<file path="config.mk">
export PLATFORM = sky130hd
export DESIGN_NAME = mc_control_unit
export DESIGN_NICKNAME = d
export VERILOG_FILES = /design/src/rtl/mc_control_unit.sv
export SDC_FILE = /design/constraint.sdc
export NUM_CORES = 1
export LEC_CHECK = 0
export CORE_MARGIN = 2
export CORE_UTILIZATION = 35
export CTS_CLUSTER_DIAMETER = 80
export DETAILED_ROUTE_END_ITERATION = 12
export GPL_ROUTABILITY_DRIVEN = 0
export PLACE_DENSITY = 0.77
export SLEW_MARGIN = 20
export SYNTH_ARGS = -nofsm -noshare
export SYNTH_HDL_FRONTEND = slang
export SYNTH_SLANG_ARGS = --single-unit
export TNS_END_PERCENT = 100
</file>
<file path="constraint.sdc">
create_clock -name clk -period 2.7 [get_ports clk]
set_input_delay 0.675 -clock clk [delete_from_list [all_inputs] [get_ports clk]]
set_output_delay 0.675 -clock clk [all_outputs]
set_load 0.01 [all_outputs]
</file>
<file path="src/rtl/mc_control_unit.sv">
// Multicycle MIPS main control FSM.
// Sequences FETCH / DECODE / execute / writeback for lw, sw, R-type, beq,
// addi and j, and drives the datapath enables and mux selects for each step.
// The outputs are a Moore decode of the state register. The exceptions are
// PCEn_o, which looks at zero_i in BRANCH, and illegal_o, which looks at
// opcode_i in DECODE.
// Optional feature macro: MC_CU_BNE_EN adds bne (opcode 000101) support.
//
// Handshake note: this block has no valid/ready channels. The instruction
// register must hold opcode_i stable from DECODE until the instruction
// returns to FETCH. zero_i only needs to be valid during BRANCH.
module mc_control_unit #(
  parameter int OPW = 6,
  parameter int STW = 4
) (
  input  logic           clk,
  input  logic           reset,
  input  logic [OPW-1:0] opcode_i,
  input  logic           zero_i,
  output logic           IorD_o,
  output logic           MemWrite_o,
  output logic           IRWrite_o,
  output logic           RegDst_o,
  output logic           MemtoReg_o,
  output logic           RegWrite_o,
  output logic           ALUSrcA_o,
  output logic [1:0]     ALUSrcB_o,
  output logic [1:0]     ALUOp_o,
  output logic [1:0]     PCSrc_o,
  output logic           PCEn_o,
  output logic           illegal_o,
  output logic [STW-1:0] state_o
);

  typedef enum logic [3:0] {
    S_FETCH  = 4'd0,
    S_DECODE = 4'd1,
    S_MEMADR = 4'd2,
    S_MEMRD  = 4'd3,
    S_MEMWB  = 4'd4,
    S_MEMWR  = 4'd5,
    S_EXEC   = 4'd6,
    S_ALUWB  = 4'd7,
    S_BRANCH = 4'd8,
    S_ADDIEX = 4'd9,
    S_ADDIWB = 4'd10,
    S_JUMP   = 4'd11
  } state_t;

  localparam logic [OPW-1:0] OP_LW   = OPW'(6'b100011);
  localparam logic [OPW-1:0] OP_SW   = OPW'(6'b101011);
  localparam logic [OPW-1:0] OP_R    = OPW'(6'b000000);
  localparam logic [OPW-1:0] OP_BEQ  = OPW'(6'b000100);
  localparam logic [OPW-1:0] OP_ADDI = OPW'(6'b001000);
  localparam logic [OPW-1:0] OP_J    = OPW'(6'b000010);
`ifdef MC_CU_BNE_EN
  localparam logic [OPW-1:0] OP_BNE  = OPW'(6'b000101);
`endif

  state_t state;
  state_t next_state;

  logic       iord;
  logic       mem_write;
  logic       ir_write;
  logic       reg_dst;
  logic       mem_to_reg;
  logic       reg_write;
  logic       alu_src_a;
  logic [1:0] alu_src_b;
  logic [1:0] alu_op;
  logic [1:0] pc_src;
  logic       pc_en;
  logic       illegal;
  logic       branch_taken;

  // Branch condition: beq takes on zero. When bne is enabled, bne takes on non-zero.
`ifdef MC_CU_BNE_EN
  assign branch_taken = (opcode_i == OP_BNE) ? ~zero_i : zero_i;
`else
  assign branch_taken = zero_i;
`endif

  // Next-state selection: DECODE dispatches on the opcode, and every terminal step returns to FETCH.
  always_comb begin
    next_state = S_FETCH;
    case (state)
      S_FETCH:  next_state = S_DECODE;
      S_DECODE: begin
        if (opcode_i == OP_LW || opcode_i == OP_SW) next_state = S_MEMADR;
        else if (opcode_i == OP_R)                  next_state = S_EXEC;
        else if (opcode_i == OP_BEQ)                next_state = S_BRANCH;
`ifdef MC_CU_BNE_EN
        else if (opcode_i == OP_BNE)                next_state = S_BRANCH;
`endif
        else if (opcode_i == OP_ADDI)               next_state = S_ADDIEX;
        else if (opcode_i == OP_J)                  next_state = S_JUMP;
        else                                        next_state = S_FETCH;
      end
      S_MEMADR: next_state = (opcode_i == OP_LW) ? S_MEMRD : S_MEMWR;
      S_MEMRD:  next_state = S_MEMWB;
      S_EXEC:   next_state = S_ALUWB;
      S_ADDIEX: next_state = S_ADDIWB;
      default:  next_state = S_FETCH;
    endcase
  end

  // State register: an asynchronous reset aborts any instruction in flight and restarts at FETCH.
  always_ff @(posedge clk or negedge reset) begin
    if (!reset) state <= S_FETCH;
    else        state <= next_state;
  end

  // Per-state control decode: anything a state does not set stays 0.
  always_comb begin
    iord       = 1'b0;
    mem_write  = 1'b0;
    ir_write   = 1'b0;
    reg_dst    = 1'b0;
    mem_to_reg = 1'b0;
    reg_write  = 1'b0;
    alu_src_a  = 1'b0;
    alu_src_b  = 2'b00;
    alu_op     = 2'b00;
    pc_src     = 2'b00;
    pc_en      = 1'b0;
    illegal    = 1'b0;
    case (state)
      S_FETCH: begin
        ir_write  = 1'b1;
        alu_src_b = 2'b01;
        pc_en     = 1'b1;
      end
      S_DECODE: begin
        alu_src_b = 2'b11;
        illegal   = (next_state == S_FETCH);
      end
      S_MEMADR: begin
        alu_src_a = 1'b1;
        alu_src_b = 2'b10;
      end
      S_MEMRD: iord = 1'b1;
      S_MEMWB: begin
        mem_to_reg = 1'b1;
        reg_write  = 1'b1;
      end
      S_MEMWR: begin
        iord      = 1'b1;
        mem_write = 1'b1;
      end
      S_EXEC: begin
        alu_src_a = 1'b1;
        alu_op    = 2'b10;
      end
      S_ALUWB: begin
        reg_dst   = 1'b1;
        reg_write = 1'b1;
      end
      S_BRANCH: begin
        alu_src_a = 1'b1;
        alu_op    = 2'b01;
        pc_src    = 2'b01;
        pc_en     = branch_taken;
      end
      S_ADDIEX: begin
        alu_src_a = 1'b1;
        alu_src_b = 2'b10;
      end
      S_ADDIWB: reg_write = 1'b1;
      S_JUMP: begin
        pc_src = 2'b10;
        pc_en  = 1'b1;
      end
      default: ;
    endcase
  end

  // While reset is held low, the write enables and the illegal pulse are forced off.
  // The mux selects keep showing their FETCH values.
  assign IorD_o     = iord;
  assign MemWrite_o = mem_write & reset;
  assign IRWrite_o  = ir_write & reset;
  assign RegDst_o   = reg_dst;
  assign MemtoReg_o = mem_to_reg;
  assign RegWrite_o = reg_write & reset;
  assign ALUSrcA_o  = alu_src_a;
  assign ALUSrcB_o  = alu_src_b;
  assign ALUOp_o    = alu_op;
  assign PCSrc_o    = pc_src;
  assign PCEn_o     = pc_en & reset;
  assign illegal_o  = illegal & reset;
  assign state_o    = STW'(state);

endmodule

</file>
==> flow_metrics.env, run 1 <==
export IMPL_required_ns=2.03
export IMPL_synth_area_um2=454.2
export IMPL_final_util=0.7706
export IMPL_avgSynthCellArea_um2=7.209
export IMPL_routed_top_layer="met3"
export IMPL_drt_pass1_iter_count=4
export IMPL_ios=28
export IMPL_peakVddDrop_mv=0.4679
export IMPL_status="finished with violations"
export IMPL_yosys_area_share_simple=0.3967
export IMPL_syn_inst=63
export IMPL_cts_setup_buffers=0
export IMPL_die_area_mm2=0.001602
export IMPL_rsz0062_at_grt="yes"
export IMPL_die_x_um=40.03
export IMPL_grt_pass1_wl_mm=2.408
export IMPL_fin_hold_ws_ns=0.5161
export IMPL_worstSetupPathType="in2out"
export IMPL_violations="negative setup slack"
export IMPL_tightest_slew_ns=0.3802
export IMPL_place_hpwl_mm=1.147
export IMPL_antenna_found_initial=0
export IMPL_path_clk_slew_ns=0.04
export IMPL_post_place_ws_ns=-0.6843
export IMPL_antenna_left=0
export IMPL_num_rows=12
export IMPL_yosys_mux_area_fraction=0.02204
export IMPL_skew_ns=0.009310
export IMPL_ys_seq_area_frac=0.2204
export IMPL_cp_end_kind="output pin"
export IMPL_largest_register_ff_count=4
export IMPL_yosysTopAreaCell="dfrtp_1"
export IMPL_avgViaCountPerCell=5.308
export IMPL_startpoint="opcode_i[2]"
export IMPL_clock_latency_ns=0.24
export IMPL_drv_cap=0
export IMPL_fillers=109
export IMPL_port_buffers=27
export IMPL_m1WireLength_um=663
export IMPL_gr_total_overflow=0
export IMPL_powerDensity_mw_per_mm2=528.0
export IMPL_worstPathMaxFanout=2
export IMPL_synthAdderAreaFrac=0
export IMPL_dp_cells=117
export IMPL_reg2reg_to="state_o[2]"
export IMPL_finalCritPeriodShare=1.001
export IMPL_numCtsBuffers=3
export IMPL_grt_max_degree=11
export IMPL_cts_root_buf="clkbuf_4"
export IMPL_dieHeight_um=40.03
export IMPL_drc=0
export IMPL_met2_length_um=787
export IMPL_setup_violations_final=1
export IMPL_synth_top_family_by_area="simple AND/OR/NAND/NOR gates"
export IMPL_antenna_cells=0
export IMPL_routed_wl_mm=1.560
export IMPL_synth_top_area_frac=0.2204
export IMPL_drive_gt1_frac=0.3585
export IMPL_relSlewSlack=0.7465
export IMPL_nNetsFinal=117
export IMPL_r2r_cells=4
export IMPL_cp_start_kind="input pin"
export IMPL_syn2layout_area_growth_pct=96.14
export IMPL_worst_r2r_startpoint="state_o[0]"
export IMPL_final_area_um2=890.9
export IMPL_place_area_um2=858.3
export IMPL_track_usage=0.2333
export IMPL_cp_arrival_ns=2.03
export IMPL_start_util=0.3929
export IMPL_ff2ff_setup_slack_ns=1.20
export IMPL_hold_buffers=0
export IMPL_cts_tree="built"
export IMPL_clock_fmax_mhz=369.8
export IMPL_wl_per_cell_um=13.00
export IMPL_coreArea_mm2=0.001156
export IMPL_synth_compound_area_frac=0.2287
export IMPL_power_leakage_nw=0.3997
export IMPL_regArea_um2=102.6
export IMPL_finalPower_mw=0.4703
export IMPL_async_reset_ff_frac=1.000
export IMPL_ys_types=28
export IMPL_synth_edf_count=0
export IMPL_synth_xor_area_frac=0.05785
export IMPL_first_global_vias=587
export IMPL_dr_total_vias=637
export IMPL_final_setup_worst_slack_ns=-0.004005
export IMPL_clockBufferDepth=2
export IMPL_crit_path_end="illegal_o"
export IMPL_setup_tns_final_ns=-0.004005
export IMPL_min_path_type="in2async"
export IMPL_min_period_ns=2.704
export IMPL_synth_nets=72
export IMPL_multi_input_area_um2=349.1
export IMPL_yosys_warnings=0
export IMPL_drv_slew=0
export IMPL_synth_commonest_cells="7 x nor2_1, 7 x nor3_1, 5 x a21oi_1"
export IMPL_ys_flop_type="dfrtp_1"
export IMPL_synth_area_leaders="dfrtp_1 22%, nor3_1 7.7%, nor2_1 5.8%, a21oi_1 5.5%, or3_1 5.5%"
export IMPL_fin_cells=120
export IMPL_synth_seq_cells=4
export IMPL_cts_max_level=1
export IMPL_final_hold_violation_count=0
export IMPL_drtIter0Drc=15
export IMPL_wl_met3_um=109
export IMPL_clock_sinks=4
layout make-up:
| cell class | count | share of cell area |
|---|---|---|
| multi-input combinational | 50 | 0.3919 |
| sequential | 4 | 0.1152 |
| timing repair buffer | 45 | 0.4312 |
| tap | 14 | 0.01966 |
| clock buffer | 3 | 0.02528 |
| inverter | 4 | 0.01685 |
routing by layer:
layer / vias up / track usage
met4: 0 / 0.1293
met5: - / 0
li1: 317 / -
met1: 289 / 0.2517
met3: 0 / 0.06667
met2: 31 / 0.4032
critical path: stages:
cell and delay [ns]:
buf_6 0.09, or4_4 0.52, or3_1 0.33, or4b_4 0.22
nor4b_4 0.04, buf_2 0.15
cells by family after synthesis:
kind of cell,count (synthesis)
flops,4
compound gates,14
mux,1
buf+inv,9
xor+xnor,3
simple gates,32
cells in the final DEF (no fill, tap or decap), drive strengths merged:
master         netlist  final
o21bai               1      1
nor2b                1      1
dfrtp                4      4
o41a                 1      1
a221oi               1      1
nor4b                1      1
o21ai                3      3
inv                  4      4
dlymetal6s2s         0      2
buf                  1     24
mux2i                1      1
or3                  4      4
nand3                2      2
nor3b                1      1
xnor2                2      2
a21boi               1      1
a2111oi              1      1
or4b                 1      1
a21oi                5      5
nand4                1      1
xor2                 1      1
nand2                2      2
or4                  2      2
clkbuf               4      3
nor3                 7      7
nand2b               3      3
nor2                 7      7
clkdlybuf4s15        0      1
dlygate4sd2          0      2
o211ai               1      1
clkdlybuf4s50        0     16
worst min path at each step:
stage	from	endpoint	depth (start not counted)
2_1_floorplan	reset	state_o[0]	0
3_3_place_gp	state_o[0]	state_o[0]	2
3_5_place_dp	state_o[0]	state_o[0]	2
4_1_cts	reset	state_o[0]	2
5_1_grt	reset	state_o[0]	2
6_report	reset	state_o[0]	2
report_power, final:
| part | total (mW) | internal [mW] | switching [mW] | leakage (nW) |
|---|---|---|---|---|
| clock network | 0.0758 | 0.0498 | 0.0260 | 0.0138 |
| registers | 0.0862 | 0.0720 | 0.0142 | 0.0500 |
| logic | 0.308 | 0.171 | 0.138 | 0.336 |
| total | 0.470 | 0.293 | 0.178 | 0.400 |
repair_timing:
action,CTS,global route
hold endpoints to repair,0,0
setup endpoints to repair,5,5
resized for setup,32,9
pin swaps,4,0
Note: power is estimated with default switching activity, not from simulation.
==> inputs of run 2 (changes only) <==
--- a/config.mk
+++ b/config.mk
@@ -11,6 +11,7 @@
 export DETAILED_ROUTE_END_ITERATION = 12
 export GPL_ROUTABILITY_DRIVEN = 0
 export PLACE_DENSITY = 0.77
+export RECOVER_POWER = 100
 export SLEW_MARGIN = 20
 export SYNTH_ARGS = -nofsm -noshare
 export SYNTH_HDL_FRONTEND = slang
==> run 2 against run 1 <==
The flow still finishes with violations (negative setup slack). Clock skew is essentially flat. First-iteration DRC count is 33% lower. Global-route usage unchanged. Routed wire length hardly changed. Core utilization shrank 2.8 points. Hold slack got worse by 0.0044 ns. Largest cell class unchanged.
==> flow_metrics.env, run 2 (synthesis results as in run 1) <==
export IMPL_status="finished with violations"
export IMPL_clockBufferDepth=2
export IMPL_drt_pass1_iter_count=4
export IMPL_final_common_cell="buf_4"
export IMPL_tightest_slew_ns=0.3589
export IMPL_die_x_um=40.03
export IMPL_worst_r2r_startpoint="state_o[0]"
export IMPL_reg2reg_to="state_o[2]"
export IMPL_first_global_vias=587
export IMPL_violations="negative setup slack"
export IMPL_syn2layout_area_growth_pct=88.98
export IMPL_m1WireLength_um=672
export IMPL_finalCritPeriodShare=1.001
export IMPL_routed_top_layer="met3"
export IMPL_crit_buf_inv=2
export IMPL_start_util=0.3929
export IMPL_power_switching_mw=0.1742
export IMPL_setup_violations_final=1
export IMPL_nNetsFinal=117
export IMPL_drv_cap=0
export IMPL_cts_tree="built"
export IMPL_grt_max_degree=11
export IMPL_largest_register_ff_count=4
export IMPL_relSlewSlack=0.7545
export IMPL_netSwitchingFraction=0.3941
export IMPL_cp_depth=6
export IMPL_pwr_share_comb=0.634
export IMPL_crit_path_end="illegal_o"
export IMPL_ff2ff_setup_slack_ns=1.14
export IMPL_drtIter0Drc=10
export IMPL_slowest_delay_ns=0.52
export IMPL_critical_path_top_delay_family="simple AND/OR/NAND/NOR gates"
export IMPL_powerDensity_mw_per_mm2=515.1
export IMPL_cts_max_level=1
export IMPL_drv_slew=0
export IMPL_peakVddDrop_mv=0.4499
export IMPL_met2_length_um=780
export IMPL_power_leakage_nw=0.3935
export IMPL_final_hold_violation_count=0
export IMPL_port_buffers=27
export IMPL_routed_wl_mm=1.561
export IMPL_num_rows=12
export IMPL_cts_setup_buffers=0
export IMPL_finalPower_mw=0.4421
export IMPL_place_hpwl_mm=1.147
export IMPL_avgViaCountPerCell=5.250
export IMPL_drive_gt1_frac=0.3396
export IMPL_rsz0062_at_grt="yes"
export IMPL_r2r_cells=4
export IMPL_p_int_mw=0.2679
export IMPL_dr_total_vias=630
export IMPL_cp_cell_sequence="buf_6 > or4_4 > or3_1 > or4b_4 > nor4b_4 > buf_2"
export IMPL_final_util=0.7424
export IMPL_clock_latency_ns=0.24
export IMPL_startpoint="opcode_i[2]"
export IMPL_clock_fmax_mhz=369.9
export IMPL_final_setup_worst_slack_ns=-0.003328
export IMPL_track_usage=0.2333
export IMPL_final_cell_mix="17 x buf_4, 10 x dlygate4sd3_1, 7 x nor3_1, 7 x nor2_1, 6 x clkdlybuf4s50_1"
export IMPL_min_path_type="in2async"
export IMPL_die_area_mm2=0.001602
export IMPL_cp_arrival_ns=2.03
export IMPL_cp_start_kind="input pin"
export IMPL_ios=28
export IMPL_worstPathMaxFanout=2
export IMPL_required_ns=2.03
export IMPL_cts_root_buf="clkbuf_4"
export IMPL_skew_ns=0.009651
export IMPL_crit_slowest_cell="or4_4"
export IMPL_min_period_ns=2.703
export IMPL_antenna_found_initial=0
export IMPL_worstSetupPathType="in2out"
export IMPL_p_clk_frac=0.172
export IMPL_wl_per_cell_um=13.01
export IMPL_path_clk_slew_ns=0.04
export IMPL_antenna_cells=0
export IMPL_dieHeight_um=40.03
export IMPL_gr_total_overflow=0
export IMPL_clock_sinks=4
export IMPL_numCtsBuffers=3
export IMPL_grt_pass1_wl_mm=2.408
export IMPL_cp_end_kind="output pin"
export IMPL_drc=0
export IMPL_post_place_ws_ns=-0.6843
export IMPL_seqPwrFrac=0.195
export IMPL_coreArea_mm2=0.001156
export IMPL_wl_met3_um=108
export IMPL_antenna_left=0
==> run 2: cell count changes in the layout (fill, tap and decap cells not counted), sizes merged <==
cell / previous run / this run
clkbuf: 3 / 6
buf: 24 / 23
dlymetal6s2s: 2 / 0
clkdlybuf4s50: 16 / 6
dlygate4sd3: 0 / 10
==> run 2: worst min path at each step <==
stage                       endpoint  cells past startpoint  slack (ns)
final                     state_o[0]                      2        0.51
after global routing      state_o[0]                      2        0.51
after CTS                 state_o[0]                      2        0.51
after detailed placement  state_o[0]                      2        0.62
after global placement    state_o[0]                      2        0.61
after floorplan           state_o[0]                      0        0.38
==> run 2: routing by layer <==
metal / vias to the layer above / track usage
li1: 318 / -
met1: 286 / 0.2517
met2: 26 / 0.4032
met3: 0 / 0.06667
met4: 0 / 0.1293
met5: - / 0
==> run 2: power groups by stage <==
stage                     sequential, mW  clock [mW]  combinational [mW]
after floorplan                   0.0889           0               0.132
final                             0.0861      0.0759               0.280
after detailed placement          0.0827           0               0.303
after global placement            0.0827           0               0.300
after global routing              0.0872      0.0843               0.307
after CTS                         0.0843      0.0785               0.308
==> run 2: final cells by class <==
type	count	area [um^2]
repair buffers	45	364.1
multi-input cells	50	336.6
fillers	117	297.8
flip-flops and latches	4	102.6
clock buffers	3	22.52
well taps	14	17.52
inverters	4	15.01
==> run 2: through the flow <==
stage / instances / TNS (ns) / hold slack [ns] / cell area (um^2)
4_1_cts: 120 / -0.02310 / 0.5091 / 872.1
5_1_grt: 120 / -0.03471 / 0.5058 / 858.3
3_3_place_gp: 117 / -0.8561 / 0.6095 / 858.3
6_report: 120 / -0.003328 / 0.5118 / 858.3
3_5_place_dp: 117 / -0.9668 / 0.6156 / 858.3
2_1_floorplan: 63 / 0 / 0.3794 / 454.2
==> run 2: repair_timing <==
| item | 4_1_cts | 5_1_grt |
|---|---|---|
| gates resized for setup | 32 | 9 |
| hold buffers | 0 | 0 |
| pin swaps | 4 | 0 |
| gates cloned | 0 | 0 |
| endpoints found under the setup margin | 5 | 5 |
==> inputs of run 3 (changes only) <==
--- a/config.mk
+++ b/config.mk
@@ -8,6 +8,7 @@
 export CORE_MARGIN = 2
 export CORE_UTILIZATION = 35
 export CTS_CLUSTER_DIAMETER = 80
+export CTS_CLUSTER_SIZE = 8
 export DETAILED_ROUTE_END_ITERATION = 12
 export GPL_ROUTABILITY_DRIVEN = 0
 export PLACE_DENSITY = 0.77
==> results of run 3 <==
Same layout as run 2: the final DEF is identical, and so are final timing and power.
==> edit (config.mk and constraints of run 2) <==
Add a define of `MC_CU_BNE_EN`.
--- a/src/rtl/mc_control_unit.sv
+++ b/src/rtl/mc_control_unit.sv
@@ -9,6 +9,8 @@
 // Handshake note: this block has no valid/ready channels. The instruction
 // register must hold opcode_i stable from DECODE until the instruction
 // returns to FETCH. zero_i only needs to be valid during BRANCH.
+`define MC_CU_BNE_EN
+
 module mc_control_unit #(
   parameter int OPW = 6,
   parameter int STW = 4
Behaviour: not the same (a bounded check fails within 4 cycles, from zero or initial values and one cycle with reset low).
==> edit against run 2 <==
  * Power up 12%
  * Die area rose by 8.2%
  * Setup slack better by 0.094 ns
  * Wire length grew 3.9%
  * Core utilization down 8.1 points
  * Sequential cell count unchanged
  * Cell area increased by 1.6%
  * Area after synthesis increased by 9.1%
  * Highest routed layer is now met4
==> edit: results (changes against run 2) <==
\begin{tabular}{lr}
\hline
Metric & Value \\
\hline
\multicolumn{2}{l}{\textbf{Synthesis}} \\
List of most frequent post-synthesis cells & 13 x sky130\_fd\_sc\_hd\_\_nor2\_1, 10 x sky130\_fd\_sc\_hd\_\_nor3\_1, 4 x sky130\_fd\_sc\_hd\_\_a21oi\_1, 4 x sky130\_fd\_sc\_hd\_\_dfrtp\_1, 4 x sky130\_fd\_sc\_hd\_\_inv\_1 (was 7 x sky130\_fd\_sc\_hd\_\_nor2\_1, 7 x sky130\_fd\_sc\_hd\_\_nor3\_1, 5 x sky130\_fd\_sc\_hd\_\_a21oi\_1) \\
Dominant cells by area after synthesis & sky130\_fd\_sc\_hd\_\_dfrtp\_1 20\%, sky130\_fd\_sc\_hd\_\_nor3\_1 10\%, sky130\_fd\_sc\_hd\_\_nor2\_1 9.8\% (was sky130\_fd\_sc\_hd\_\_dfrtp\_1 22\%, sky130\_fd\_sc\_hd\_\_nor3\_1 7.7\%, sky130\_fd\_sc\_hd\_\_nor2\_1 5.8\%) \\
Total nets after synthesis & 78 (was 72) \\
Fraction of the mapped netlist area in compound gates & 18.69\% (was 22.87\%) \\
Proportion of synthesized area in mux cells & 4.040\% (was 2.204\%) \\
Post-synth cell types & 31 (was 28) \\
\multicolumn{2}{l}{\textbf{Global route}} \\
Overall track demand over capacity in global routing & 18.97\% (was 23.33\%) \\
Number of global-route vias before repair & 649 (was 587) \\
GR met1 Demand/Resource & 20.16\% (was 25.17\%) \\
Met2 layer usage reported by global route & 35.00\% (was 40.32\%) \\
\multicolumn{2}{l}{\textbf{Worst setup path}} \\
Launching point of the worst reg2reg path & state\_o[2] (was state\_o[0]) \\
Setup slack of the worst register-to-register path & 1.23 ns (was 1.14 ns) \\
Capturing instance or port of the critical path & ALUSrcB\_o[1] (was illegal\_o) \\
Critical Path Fanout Max & 10 (was 2) \\
Worst path arrival time & 1.93 ns (was 2.03 ns) \\
Count of cells along the worst register-to-register path & 5 (was 4) \\
Worst setup startpoint & state\_o[1] (was opcode\_i[2]) \\
\multicolumn{2}{l}{\textbf{Place}} \\
Pre-CTS setup slack & -0.4457 ns (was -0.6843 ns) \\
\multicolumn{2}{l}{\textbf{Finish}} \\
Final cell utilization of the core & 66.19\% (was 74.24\%) \\
Fin nets & 121 (was 117) \\
Number of fill cells in the layout & 124 (was 117) \\
\multicolumn{2}{l}{\textbf{STA}} \\
Transition time of the tightest slew-check pin & 0.4519 ns (was 0.3589 ns) \\
Max frequency & 383.3 MHz (was 369.9 MHz) \\
Max Clock Skew & 0.006895 ns (was 0.009651 ns) \\
\multicolumn{2}{l}{\textbf{Outcome}} \\
Outcome & completed (was complete, but fails checks) \\
\multicolumn{2}{l}{\textbf{Power and ir drop}} \\
Cell leakage power & 0.4276 nW (was 0.3935 nW) \\
\hline
\end{tabular}
edit: critical path, cell delays in order, from the launching register on:
cell and delay, ns:
sky130_fd_sc_hd__dfrtp_2 0.44, sky130_fd_sc_hd__inv_1 0.11, sky130_fd_sc_hd__or3_1 0.37, sky130_fd_sc_hd__a21oi_1 0.16, sky130_fd_sc_hd__dlygate4sd3_1 0.61
edit: per-stage QoR:
step,hold slack (ns),cells
after floorplan,0.3794,69
after global placement,0.6399,122
after detailed placement,0.6421,122
after CTS,0.4621,125
after global routing,0.4652,125
final,0.4613,125
edit: cells by family (layout without fill, tap and decap cells):
logic type,count (synthesis),in the layout
simple gates,40,40
compound gates,13,13
buf+inv,8,49
flops,4,4
xor+xnor,2,2
mux,2,2
edit: worst min-delay path by stage:
| stage | to | from | slack [ns] | cells past startpoint |
|---|---|---|---|---|
| 4_1_cts | state_o[0] | reset | 0.46 | 2 |
| 5_1_grt | state_o[2] | reset | 0.47 | 2 |
| 3_3_place_gp | state_o[2] | state_o[0] | 0.64 | 1 |
| 3_5_place_dp | state_o[2] | state_o[0] | 0.64 | 1 |
| 2_1_floorplan | state_o[0] | reset | 0.38 | 0 |
| 6_report | state_o[2] | reset | 0.46 | 2 |
edit: timing repair:
action	CTS	global route
setup endpoints to repair	5	2
gates cloned	0	0
pin swaps	2	1
gates resized for setup	16	6
edit: metal layers:
layer / vias up / routed length (um)
met5: - / 0
met4: 0 / 27
met3: 4 / 89
met2: 31 / 862
met1: 337 / 641
li1: 341 / -
edit: cell type report:
class / instances / share of cell area, %
sequential: 4 / 11.62
inverter: 4 / 1.722
multi-input combinational: 57 / 40.75
clock buffer: 3 / 2.582
timing repair buffer: 42 / 41.18
tap: 15 / 2.152
edit: power groups by stage:
stage	combinational, mW	clock, mW	sequential [mW]
3_5_place_dp	0.353	0	0.106
3_3_place_gp	0.350	0	0.106
2_1_floorplan	0.186	0	0.0941
6_report	0.315	0.0770	0.103
5_1_grt	0.341	0.0836	0.106
4_1_cts	0.343	0.0781	0.105
